### src/rtl/hamming_uart_rx_if.sv
// Signal bundle between the Hamming UART receiver and whatever consumes its
// decoded bytes. The receiver takes the master view; the consumer takes the
// slave view and may also drive the serial line in a bench setting.
`timescale 1ns/1ps
interface hamming_uart_rx_if;
  logic       serial_in;
  logic [7:0] parallel_out;
  logic       valid;
  logic       corrected;
  logic       uncorrectable;
  logic       frame_err;
  logic       busy;

  modport master (
    input  serial_in,
    output parallel_out,
    output valid,
    output corrected,
    output uncorrectable,
    output frame_err,
    output busy
  );

  modport slave (
    output serial_in,
    input  parallel_out,
    input  valid,
    input  corrected,
    input  uncorrectable,
    input  frame_err,
    input  busy
  );
endinterface

### src/rtl/hamming_uart_rx.sv
// UART receiver that deframes one 12-bit Hamming(12,8) codeword per frame
// (start, c[0]..c[11] LSB first, stop), corrects any single-bit error and
// presents the recovered byte with a one-cycle valid strobe.
`timescale 1ns/1ps
module hamming_uart_rx #(
  parameter int CLK_HZ   = 100_000_000,
  parameter int BIT_RATE = 115_200
) (
  input  logic              clk,
  input  logic              reset,
  hamming_uart_rx_if.master rx
);

  localparam int CYCLES_PER_BIT = CLK_HZ / BIT_RATE;
  localparam int HALF_BIT       = CYCLES_PER_BIT / 2;
  localparam int CNT_W          = $clog2(CYCLES_PER_BIT + 1);
  localparam logic [CNT_W-1:0] HALF_LAST = CNT_W'(HALF_BIT - 1);
  localparam logic [CNT_W-1:0] BIT_LAST  = CNT_W'(CYCLES_PER_BIT - 1);

  typedef enum logic [2:0] {
    IDLE,
    START,
    DATA,
    STOP,
    DECODE
  } state_t;

  state_t           state_q, state_d;
  logic             sync1_q, sync1_d;
  logic             sync2_q, sync2_d;
  logic             prev_q, prev_d;
  logic [CNT_W-1:0] cnt_q, cnt_d;
  logic [3:0]       bit_idx_q, bit_idx_d;
  logic [11:0]      shreg_q, shreg_d;
  logic [7:0]       data_q, data_d;
  logic             valid_q, valid_d;
  logic             corrected_q, corrected_d;
  logic             uncorrectable_q, uncorrectable_d;
  logic             frame_err_q, frame_err_d;

  logic [3:0]       syndrome;
  logic             syn_correctable;
  logic             syn_uncorrectable;
  logic [11:0]      flip_mask;
  logic [11:0]      fixed_word;
  logic [7:0]       decoded_byte;

  // Two-flop synchronizer plus a one-cycle-delayed copy for falling-edge detection.
  always_comb begin
    sync1_d = rx.serial_in;
    sync2_d = sync1_q;
    prev_d  = sync2_q;
  end

  // Syndrome of the captured codeword; each mask selects the positions one parity bit covers.
  always_comb begin
    syndrome[0]       = ^(shreg_q & 12'h555);
    syndrome[1]       = ^(shreg_q & 12'h666);
    syndrome[2]       = ^(shreg_q & 12'h878);
    syndrome[3]       = ^(shreg_q & 12'hF80);
    syn_correctable   = (syndrome != 4'd0) && (syndrome <= 4'd12);
    syn_uncorrectable = (syndrome >= 4'd13);
    flip_mask         = '0;
    if (syn_correctable) begin
      flip_mask = 12'd1 << (syndrome - 4'd1);
    end
    fixed_word   = shreg_q ^ flip_mask;
    decoded_byte = {fixed_word[11:8], fixed_word[6:4], fixed_word[2]};
  end

  // Receive FSM; the decoded result is registered as STOP accepts the stop bit,
  // so the output pulses line up with the single DECODE cycle.
  always_comb begin
    state_d         = state_q;
    cnt_d           = cnt_q + CNT_W'(1);
    bit_idx_d       = bit_idx_q;
    shreg_d         = shreg_q;
    data_d          = data_q;
    valid_d         = 1'b0;
    corrected_d     = 1'b0;
    uncorrectable_d = 1'b0;
    frame_err_d     = 1'b0;

    unique case (state_q)
      IDLE: begin
        cnt_d = '0;
        if (prev_q && !sync2_q) begin
          bit_idx_d = '0;
          state_d   = START;
        end
      end

      START: begin
        if (cnt_q == HALF_LAST) begin
          cnt_d   = '0;
          state_d = sync2_q ? IDLE : DATA;
        end
      end

      DATA: begin
        if (cnt_q == BIT_LAST) begin
          cnt_d     = '0;
          shreg_d   = {sync2_q, shreg_q[11:1]};
          bit_idx_d = bit_idx_q + 4'd1;
          if (bit_idx_q == 4'd11) begin
            state_d = STOP;
          end
        end
      end

      STOP: begin
        if (cnt_q == BIT_LAST) begin
          cnt_d = '0;
          if (sync2_q) begin
            data_d          = decoded_byte;
            valid_d         = 1'b1;
            corrected_d     = syn_correctable;
            uncorrectable_d = syn_uncorrectable;
            state_d         = DECODE;
          end else begin
            frame_err_d = 1'b1;
            state_d     = IDLE;
          end
        end
      end

      DECODE: begin
        cnt_d   = '0;
        state_d = IDLE;
      end

      default: begin
        cnt_d   = '0;
        state_d = IDLE;
      end
    endcase
  end

  // State and datapath registers with synchronous reset; the line idles high.
  always_ff @(posedge clk) begin
    if (reset) begin
      state_q         <= IDLE;
      sync1_q         <= 1'b1;
      sync2_q         <= 1'b1;
      prev_q          <= 1'b1;
      cnt_q           <= '0;
      bit_idx_q       <= '0;
      shreg_q         <= '0;
      data_q          <= 8'h00;
      valid_q         <= 1'b0;
      corrected_q     <= 1'b0;
      uncorrectable_q <= 1'b0;
      frame_err_q     <= 1'b0;
    end else begin
      state_q         <= state_d;
      sync1_q         <= sync1_d;
      sync2_q         <= sync2_d;
      prev_q          <= prev_d;
      cnt_q           <= cnt_d;
      bit_idx_q       <= bit_idx_d;
      shreg_q         <= shreg_d;
      data_q          <= data_d;
      valid_q         <= valid_d;
      corrected_q     <= corrected_d;
      uncorrectable_q <= uncorrectable_d;
      frame_err_q     <= frame_err_d;
    end
  end

  assign rx.parallel_out  = data_q;
  assign rx.valid         = valid_q;
  assign rx.corrected     = corrected_q;
  assign rx.uncorrectable = uncorrectable_q;
  assign rx.frame_err     = frame_err_q;
  assign rx.busy          = (state_q != IDLE);

endmodule

### src/flat_wrapper.sv
// flat-port wrapper written by rule: the top's interface ports become plain ports
module hamming_uart_rx_flat 
#(
  parameter int CLK_HZ   = 100_000_000,
  parameter int BIT_RATE = 115_200
)
  (clk, reset, rx_serial_in, rx_parallel_out, rx_valid, rx_corrected, rx_uncorrectable, rx_frame_err, rx_busy);
  hamming_uart_rx_if rx_i ();
  input  logic clk;
  input  logic reset;
  input wire logic [$bits(rx_i.serial_in)-1:0] rx_serial_in;
  output wire logic [$bits(rx_i.parallel_out)-1:0] rx_parallel_out;
  output wire logic [$bits(rx_i.valid)-1:0] rx_valid;
  output wire logic [$bits(rx_i.corrected)-1:0] rx_corrected;
  output wire logic [$bits(rx_i.uncorrectable)-1:0] rx_uncorrectable;
  output wire logic [$bits(rx_i.frame_err)-1:0] rx_frame_err;
  output wire logic [$bits(rx_i.busy)-1:0] rx_busy;
  assign rx_i.serial_in = rx_serial_in;
  assign rx_parallel_out = rx_i.parallel_out;
  assign rx_valid = rx_i.valid;
  assign rx_corrected = rx_i.corrected;
  assign rx_uncorrectable = rx_i.uncorrectable;
  assign rx_frame_err = rx_i.frame_err;
  assign rx_busy = rx_i.busy;
  hamming_uart_rx #(.CLK_HZ(CLK_HZ), .BIT_RATE(BIT_RATE)) u_core (.clk(clk), .reset(reset), .rx(rx_i));
endmodule
### config.mk
export PLATFORM = sky130hd
export DESIGN_NAME = hamming_uart_rx_flat
export DESIGN_NICKNAME = d
export VERILOG_FILES = /design/src/rtl/hamming_uart_rx_if.sv /design/src/rtl/hamming_uart_rx.sv /design/src/flat_wrapper.sv
export SDC_FILE = /design/constraint.sdc
export NUM_CORES = 1
export LEC_CHECK = 0
export CAP_MARGIN = 20
export CORE_ASPECT_RATIO = 1.4
export CORE_MARGIN = 4
export CORE_UTILIZATION = 52
export CTS_CLUSTER_DIAMETER = 50
export DETAILED_ROUTE_END_ITERATION = 6
export GPL_TIMING_DRIVEN = 0
export HOLD_SLACK_MARGIN = 0.15
export PLACE_DENSITY_LB_ADDON = 0.2
export RECOVER_POWER = 100
export SKIP_LAST_GASP = 1
export SYNTH_ARGS = -nofsm -noshare
export SYNTH_HDL_FRONTEND = slang
export SYNTH_SLANG_ARGS = --single-unit
### constraint.sdc
create_clock -name clk -period 2.1 [get_ports clk]
set_input_delay 0.525 -clock clk [delete_from_list [all_inputs] [get_ports clk]]
set_output_delay 0.525 -clock clk [all_outputs]
set_load 0.02 [all_outputs]
; Yosys cells after proc, flatten, opt, wreduce, memory -nomap -nowiden
; Cells that the tools add are included.
[totals]
ff_bits = 44
elab_cells = 68
[op_classes]
shifts = 1
n_mux = 17
n_reduce_logical = 18
bitwise_logic = 4
order_cmp = 2
n_addsub = 3
n_eq_ne = 11
[op_table]
columns = operator, n
row1 = $reduce_xor A12 Y1, 4
row2 = $mux W10, 2
row3 = $pmux W10 S2, 1
row4 = $mux W3, 6
row5 = $mux W12, 1
row6 = $pmux W3 S4, 1
row7 = $shl A1 B4 Y12 const A, 1
row8 = $xor A12 B12 Y12, 1
row9 = $add A10 B1 Y10 const B, 1
row10 = $eq A10 B10 Y1 const B, 1
row11 = $eq A10 B9 Y1 const B, 1
row12 = $ne A2 B1 Y1 const B, 5
row13 = $mux W4, 2
row14 = $pmux W4 S2, 1
row15 = $eq A3 B2 Y1 const B, 2
row16 = $reduce_and A3 Y1, 2
row17 = $reduce_and A5 Y1, 1
row18 = $add A4 B1 Y4 const B, 1
row19 = $eq A4 B4 Y1 const B, 1
row20 = $ge A4 B4 Y1 const B, 1
row21 = $le A4 B4 Y1 const B, 1
row22 = $reduce_bool A4 Y1, 1
row23 = $reduce_or A4 Y1, 1
row24 = $sub A4 B1 Y4 const B, 1
row25 = other kinds (12), 16

; Longest topological paths before layout
; Gate-level depths: netlist of the first run.
[depth]
word_depth = 5
mapped_depth = 8

; Worst setup path before layout of the first run
; OpenSTA, ideal clock, no wires.
[synth_path]
path_type = register to register
start = register u_core.shreg_q[6]
end = register u_core.data_q[5] (netlist: u_core.rx.parallel_out[5])
arrival_time_ns = 2.039
stages_incl_launch_ff = 9
setup_ns = 0.122
path_slack_ns = -0.061
path_buffers = 1
synth_period_minus_slack_ns = 2.161
path_cell_list = dfxtp_1 > buf_6 > xnor2_2 > xnor3_2 > nor2_1 > ha_1 > nor3_2 > and4_1 > nor3_1
[synth_via]
elab_chain_len = 5
elab_cells_between_ends = 10
classes_between = add/sub (1) / order compare (1) / shift (1) / mux (1) / bitwise (1) / reduce/logical (5)
[synth_lines]
columns = item, line
row1 = start: declaration, hamming_uart_rx.sv:34  ; logic [11:0] shreg_q, shreg_d;
row2 = start signal: assignment, hamming_uart_rx.sv:161  ; shreg_q <= shreg_d;
row3 = $reduce_xor A12 Y1 (on tied branches), "hamming_uart_rx.sv:57, hamming_uart_rx.sv:58, hamming_uart_rx.sv:59"
row4 = $sub A4 B1 Y4 (tied with other cells), hamming_uart_rx.sv:65  ; flip_mask = 12'd1 << (syndrome - 4'd1);
row5 = $shl A1 B4 Y12 or $logic_and A1 B1 Y1 (tied branches), "hamming_uart_rx.sv:65, hamming_uart_rx.sv:61"
row6 = $mux W12 *, hamming_uart_rx.sv:64  ; if (syn_correctable) begin
row7 = $xor A12 B12 Y12 *, hamming_uart_rx.sv:67  ; fixed_word = shreg_q ^ flip_mask;
row8 = end signal: assignment, hamming_uart_rx.sv:162  ; data_q <= data_d;
row9 = end: declaration, hamming_uart_rx.sv:35  ; logic [7:0] data_q, data_d;
; Every way passes the cells marked *; elsewhere a longest branch is shown, timed or not.
; A chain may end at the register's enable or synchronous reset.

; Worst setup path after layout of the first run
[layout_path]
start = register u_core.shreg_q[10]
end = register u_core.data_q[5] (netlist: u_core.rx.parallel_out[5])
[layout_via]
elab_chain_len = 5
elab_cells_between_ends = 10
classes_between = add/sub (1) / order compare (1) / shift (1) / mux (1) / bitwise (1) / reduce/logical (5)
[layout_lines]
columns = item, line
row1 = $reduce_xor A12 Y1 (on tied branches), "hamming_uart_rx.sv:57, hamming_uart_rx.sv:58, hamming_uart_rx.sv:60"
row2 = $sub A4 B1 Y4 (tied with other cells), hamming_uart_rx.sv:65
row3 = $shl A1 B4 Y12 or $logic_and A1 B1 Y1 (tied branches), "hamming_uart_rx.sv:65, hamming_uart_rx.sv:61"
row4 = $mux W12 *, hamming_uart_rx.sv:64
row5 = $xor A12 B12 Y12 *, hamming_uart_rx.sv:67
; Marked as above.

==> results of run 1 <==
## power groups by stage
stage	logic (mW)	registers, mW	clock network [mW]
after global routing	0.0367	0.837	0.743
after detailed placement	0.0349	0.860	0
after global placement	0.0345	0.860	0
final	0.0337	0.837	0.686
after floorplan	0.0211	0.859	0
after CTS	0.0341	0.841	0.699
## logic make-up after synthesis
kind of cell / after synthesis / share of synthesized area (%)
simple gates: 110 / 26.5
mux: 1 / 0.458
buf+inv: 13 / 2.98
fa+ha+maj: 4 / 2.29
compound gates: 35 / 10.3
flops: 44 / 40.3
xor+xnor: 28 / 17.1
## state kept, by name (all words and copies together) (netlist names)
| signal | count |
|---|---|
| u_core.bit_idx_q | 4 |
| u_core.cnt_q | 10 |
| u_core.prev_d | 1 |
| u_core.prev_q | 1 |
| u_core.rx.corrected | 1 |
| u_core.rx.frame_err | 1 |
| u_core.rx.parallel_out | 8 |
| u_core.rx.uncorrectable | 1 |
| u_core.rx.valid | 1 |
| u_core.shreg_q | 12 |
| u_core.state_q | 3 |
| u_core.sync1_q | 1 |
## worst max-delay path by stage
stage | to | from | cells past startpoint | slack (ns)
floorplan | u_core.shreg_q[10] | u_core.cnt_q[0] | 8 | 0.01
global placement | u_core.shreg_q[10] | u_core.cnt_q[0] | 8 | -0.24
detailed placement | u_core.shreg_q[10] | u_core.cnt_q[0] | 8 | -0.26
CTS | u_core.shreg_q[10] | u_core.cnt_q[1] | 8 | -0.002
global route | u_core.rx.parallel_out[5] | u_core.shreg_q[10] | 8 | -0.14
finish | u_core.rx.parallel_out[5] | u_core.shreg_q[10] | 8 | -0.07
## stage by stage
step / area [sq um] / TNS, ns / util [%]
after global routing: 2690 / -1.62 / 67.5
after global placement: 2400 / -4.08 / 60.3
after floorplan: 2200 / 0 / -
after CTS: 2620 / -0.00182 / 65.8
after detailed placement: 2400 / -4.64 / 60.3
final: 2690 / -0.181 / 67.5
## per-layer routing
layer  up-vias  part of all wire (%)
met5         -                     0
met4         0                   3.4
met3        16                   2.1
met2        31                    55
met1       821                    40
li1        881                     -
## layout make-up
class	count	area (sq um)
inverter	3	11.3
tap	43	53.8
sequential	44	898
multi-input combinational	178	1340
fill	316	1290
clock inverter	2	38.8
timing repair buffer	23	213
clock buffer	6	82.6
buffer	9	52.6
## timing repair
item	in CTS	in global routing
gates resized for setup	12	15
pin swaps	5	11
buffers inserted	5	3
gates cloned	0	0
setup endpoints to repair	24	20
## cells in the final DEF (no fill, tap or decap), types with 3 or more instances in the layout
| cell type | netlist | routed |
|---|---|---|
| nand2_1 | 30 | 30 |
| or2_2 | 5 | 5 |
| buf_4 | 1 | 9 |
| xnor2_2 | 5 | 4 |
| buf_2 | 4 | 3 |
| o21bai_1 | 5 | 5 |
| nor4_1 | 5 | 4 |
| nor3_1 | 8 | 7 |
| dfxtp_2 | 0 | 5 |
| nand4_1 | 6 | 6 |
| clkbuf_1 | 4 | 3 |
| a211oi_1 | 6 | 6 |
| nor2_1 | 26 | 25 |
| dfxtp_1 | 44 | 36 |
| dfxtp_4 | 0 | 3 |
| nand3_1 | 9 | 9 |
| dlygate4sd3_1 | 0 | 12 |
| xnor2_1 | 5 | 4 |
| xor2_1 | 12 | 11 |
| ha_1 | 4 | 3 |
| nand2b_1 | 3 | 3 |
| inv_1 | 3 | 3 |
| clkbuf_8 | 0 | 6 |
| a21oi_1 | 16 | 16 |
==> out/results.ini, run 1 <==
[setup_path]
r2r-end = u_core.rx.parallel_out[5]
cp_cell_sequence = xnor2_4, buf_6, xnor3_2, nor2_4, ha_4, nor3_4, and4_1, nor3_2
crit_fanout = 6
crit_type = reg -> reg
path_delay_family = simple AND/OR/NAND/NOR gates
r2r_slack_ns = -0.07
cp.required_ns = 2.29
crit_slowest_cell = xnor3_2
endpoint_kind = flop
slowest_delay_ns = 0.44
path_buf_inv = 1
cp.arrival_ns = 2.36
timing.rr.start = u_core.shreg_q[10]
rr_worst_depth = 8
start_kind = flop

[yosys]
synth_most_common_cell = dfxtp_1
synth_top_cells_by_count = dfxtp_1 (44), nand2_1 (30), nor2_1 (26)
syn-cell-area_sq_mm = 0.00218
synth.area.top_cells = dfxtp_1 (40%), nand2_1 (5.2%), xor2_1 (4.8%)
yosys_warnings = 0
synth-edff-count = 0
syn_inst = 235
syn_nets = 242
synth_flop_cell = dfxtp_1
ys_seq_area_share_pct = 40.3
async_flop_share_pct = 0
synth.avg_cell_area_sq_um = 9.30
synth_cell_types = 46
synth_top_area_share_pct = 40.3
synth_area_leader_cell = dfxtp_1
synth_seq_cells = 44

[placement]
place_ws_ns = -0.263
io_buffers = 15
dpl.cell_count = 293
dp_hpwl_um = 3150
gp_congestion = 0.812

[die]
die_area_sq_mm = 0.00532
fp.dieW_um = 62.8
boundaryPins = 16
initial_core_util_pct = 54.8
rows = 27
core_sq_mm = 0.00399
die_y_um = 84.7

[global_route]
grtUsageMet3_pct = 4.02
grt_busiest_layer = met2
overflow = 0
antenna_found_initial = 0
use_met1_pct = 19.9
grtUsageTotal_pct = 19.0
grt_use_met2_pct = 35.8
grt_pass1_wl_um = 8040
grt_max_degree = 15
grt_pass1_vias = 1754

[sta]
final_hold_viol_count = 0
period_share_pct = 103
relSlewSlack_pct = 49.4
finalSetupViolations = 6
fin_ws_ns = -0.0663
fmaxAchievable_mhz = 462
hold-worst-slack_ns = 0.420
slew_viol_final = 0
rsz0062_at_grt = true
clock_skew_ns = 0.0150
worst_pin_slew_ns = 0.756
fin_crit_ns = 2.17

[route]
ant_nets = 0
drt_iter0_drc = 88
dr.pass1.iters = 4
wl_um = 4650
routed_via_density = 5.68
vias = 1749
drc = 0
wire_per_inst_um = 15.1

[power]
seq_power_share_pct = 53.8
ir_drop_uv = 486
power.internal_mw = 1.24
p_comb_share_pct = 2.2
p_clk_share_pct = 44.1
powerDensity_mw_per_mm2 = 578
p_sw_mw = 0.321
p_sw_share_pct = 20.6
p_total_mw = 1.56
leakage_nw = 1.01

[clock_network]
clk_pin_slew_worst_paths_ns = 0.08
postCtsHoldBufs = 0
clockRootBuffer = clkbuf_8
cts_max_level = 2
numClockSinks = 44
clk_path_buf_depth = 2
clk_latency_ns = 0.30
cts_buffers = 5
cts_tree = done

[run_status]
outcome = finished with violations
violations = negative setup slack

[final_layout]
fin_cells = 308
final_layout_size_suffix_gt1_share_pct = 22.6
diodes = 0
finalNetCount = 271
area_growth_pct = 23.2

[min_path]
min_path_type = reg -> reg
hold_end = u_core.prev_d
min_from = u_core.sync1_q
hold_depth = 1

[flow_run]
drv_cap = 0

Note: power is estimated with default switching activity, not from simulation.
==> run 2, diff against run 1 <==
- CAP_MARGIN: 20 -> not set
- CORE_UTILIZATION: 52 -> 58
- SETUP_SLACK_MARGIN: not set -> 0.5
- clock period: 2.1 -> 2 ns (I/O delays scaled with it)
==> run 2 against run 1 <==
Effect of this change: clock skew shrank 0.012 ns; die area fell by 9.2%; final area increased by 14%; via count grew 14%; sequential power rose by 4.9%; register-to-register slack worse by 0.04 ns; count of clock-buffer cells in the layout grew 2; clock power decreased by 8.6%; global-route usage rose by 6.4 points; sequential cell count unchanged; setup slack lost 0.041 ns; hold slack improved by 0.024 ns; the flow still finishes with violations (negative setup slack).
==> out/results.ini, run 2 (synthesized netlist as in run 1, its figures left out) <==
[run_status]
outcome = finished with violations  ; unchanged
violations = negative setup slack  ; unchanged

[route]
routed_via_density = 6.05  ; was 5.68
vias = 2002  ; was 1,749
ant_nets = 0  ; unchanged
wl_um = 6080  ; was 4650 um
dr.pass1.iters = 4  ; unchanged
drc = 0  ; unchanged
drt_iter0_drc = 84  ; was 88
wire_per_inst_um = 18.4  ; was 15.1 um

[placement]
dp_hpwl_um = 3300  ; was 3150 um
place_area_sq_mm = 0.00251  ; was 0.00240 sq mm
gp_congestion = 0.856  ; was 0.812
io_buffers = 15  ; unchanged

[sta]
rsz0062_at_grt = true  ; unchanged
fin_crit_ns = 2.11  ; was 2.17 ns
setup_tns_ns = -0.596  ; was -0.181 ns
worst_pin_slew_ns = 0.706  ; was 0.756 ns
final_hold_viol_count = 0  ; unchanged
period_share_pct = 105  ; was 103%
relSlewSlack_pct = 52.9  ; was 49.4%
fmaxAchievable_mhz = 475  ; was 462 MHz
finalSetupViolations = 10  ; was 6
fin_ws_ns = -0.107  ; was -0.0663 ns
clock_skew_ns = 0.00275  ; was 0.0150 ns
slew_viol_final = 0  ; unchanged

[setup_path]
endpoint_kind = flop  ; unchanged
r2r_slack_ns = -0.11  ; was -0.07 ns
r2r-end = u_core.rx.parallel_out[0]  ; was u_core.rx.parallel_out[5]
crit_fanout = 6  ; unchanged
path_buf_inv = 0  ; was 1
timing.rr.start = u_core.shreg_q[8]  ; was u_core.shreg_q[10]
cp_cell_sequence = xnor2_2, xnor3_2, nor2_4, ha_4, nand4b_1, xor2_1, a211oi_2  ; was xnor2_4, buf_6, xnor3_2, nor2_4, ha_4, nor3_4, and4_1, nor3_2
cp.required_ns = 2.22  ; was 2.29 ns
rr_worst_depth = 7  ; was 8
cp.arrival_ns = 2.33  ; was 2.36 ns
slowest_delay_ns = 0.52  ; was 0.44 ns
crit_slowest_cell = dfxtp_1  ; was xnor3_2
crit_type = reg -> reg  ; unchanged
start_kind = flop  ; unchanged
path_delay_family = XOR/XNOR gates  ; was simple AND/OR/NAND/NOR gates

[final_layout]
final_layout_size_suffix_gt1_share_pct = 43.3  ; was 22.6%
fin_area_sq_mm = 0.00306  ; was 0.00269 sq mm
largest_reg_flops = 12  ; unchanged
area_growth_pct = 40.1  ; was 23.2%
fill_cells = 197  ; was 316
finalNetCount = 295  ; was 271
diodes = 0  ; unchanged
final_common_cell = dfxtp_1  ; unchanged
top_register = u_core.shreg_q  ; unchanged
layout_common_cells = dfxtp_1 (29), nor2_1 (24), buf_4 (22)  ; was dfxtp_1 (36), nand2_1 (30), nor2_1 (25)

[flow_run]
drv_cap = 0  ; unchanged

[clock_network]
clk_pin_slew_worst_paths_ns = 0.08  ; about the same
numClockSinks = 44  ; unchanged
clk_latency_ns = 0.30  ; about the same
clockRootBuffer = clkbuf_8  ; unchanged
cts_max_level = 2  ; unchanged
cts_buffers = 5  ; unchanged
cts_tree = done  ; unchanged
clk_path_buf_depth = 2  ; unchanged
postCtsHoldBufs = 0  ; unchanged

[die]
fp.dieW_um = 59.9  ; was 62.8 um
initial_core_util_pct = 60.0  ; was 54.8%
die_y_um = 80.6  ; was 84.7 um
boundaryPins = 16  ; unchanged
rows = 26  ; was 27
die_area_sq_mm = 0.00483  ; was 0.00532 sq mm
core_sq_mm = 0.00364  ; was 0.00399 sq mm

[min_path]
hold_end = u_core.prev_d  ; unchanged
hold_depth = 1  ; unchanged
min_from = u_core.sync1_q  ; unchanged
min_path_type = reg -> reg  ; unchanged

[global_route]
grt_pass1_wl_um = 9080  ; was 8040 um
grtUsageTotal_pct = 25.4  ; was 19.0%
overflow = 0  ; unchanged
grt_max_degree = 14  ; was 15
antenna_found_initial = 0  ; unchanged
grt_pass1_vias = 1934  ; was 1,754

[power]
powerDensity_mw_per_mm2 = 506  ; was 578 mW/mm^2
leakage_nw = 1.22  ; was 1.01 nW
p_total_mw = 1.55  ; was 1.56 mW
ir_drop_uv = 463  ; was 486 uV

-- run 2: cell count changes in the layout (fill, tap and decap cells not counted), moves of 7 or more --
cell / change
dlygate4sd3_1: -12
nand2_2: +18
a21oi_2: +7
buf_4: +13
nand2_1: -21
a21oi_1: -7
dfxtp_1: -7
-- run 2: how the worst max path moves through the flow --
stage,to,startpoint,cells after the start
floorplan,u_core.rx.parallel_out[0],u_core.shreg_q[10],7
global placement,u_core.rx.parallel_out[0],u_core.shreg_q[10],7
detailed placement,u_core.rx.parallel_out[0],u_core.shreg_q[10],7
CTS,u_core.rx.parallel_out[0],u_core.shreg_q[6],8
global route,u_core.rx.parallel_out[2],u_core.cnt_q[0],8
finish,u_core.rx.parallel_out[0],u_core.shreg_q[8],7
-- run 2: worst reg2reg max path, cell delays in order, from the launching register on --
cell and delay, ns:
dfxtp_1 0.52, xnor2_2 0.19, xnor3_2 0.41, nor2_4 0.12
ha_4 0.23, nand4b_1 0.19, xor2_1 0.18, a211oi_2 0.18
-- run 2: final cells by class --
cell class | count | area (sq um) | share of cell area, %
buffer | 10 | 83.8 | 2.74
clock buffer | 8 | 100 | 3.27
inverter | 3 | 13.8 | 0.450
multi-input combinational | 178 | 1520 | 49.6
sequential | 44 | 910 | 29.7
tap | 42 | 52.6 | 1.72
timing repair buffer | 46 | 383 | 12.5
-- run 2: per-stage QoR --
stage	worst slack, ns	hold WS (ns)	instances	utilization [%]
final	-0.107	0.444	331	84.0
after global routing	-0.225	0.439	331	84.0
after CTS	-0.0547	0.432	324	81.4
after detailed placement	-0.234	0.410	292	68.8
after global placement	-0.164	0.397	292	68.8
after floorplan	-0.0476	0.389	235	-
-- run 2: timing repair --
item / 4_1_cts / 5_1_grt
pin swaps: 24 / 21
resized for setup: 71 / 38
gates cloned: 1 / 1
setup buffers: 23 / 6
endpoints found under the setup margin: 53 / 46
endpoints found under the hold margin: 0 / 0
-- run 2: where the power goes --
| group | internal [mW] | total, mW | switching (mW) |
|---|---|---|---|
| Combinational | 0.0161 | 0.0435 | 0.0274 |
| Clock | 0.316 | 0.627 | 0.312 |
| Sequential | 0.874 | 0.878 | 0.00443 |
| Total | 1.21 | 1.55 | 0.343 |
-- run 2: metal layers --
| layer | track usage (%) | vias up | part of all wire [%] |
|---|---|---|---|
| met5 | 0 | - | 0 |
| met3 | 3.86 | 29 | 3.0 |
| met2 | 47.2 | 59 | 54 |
| li1 | - | 931 | - |
| met1 | 26.7 | 983 | 38 |
| met4 | 12.0 | 0 | 4.3 |
==> run 3, diff against run 2 <==
- CTS_CLUSTER_DIAMETER: 50 -> not set
==> results of run 3 <==
Same layout as run 2: the final DEF is identical, and so are final timing and power.
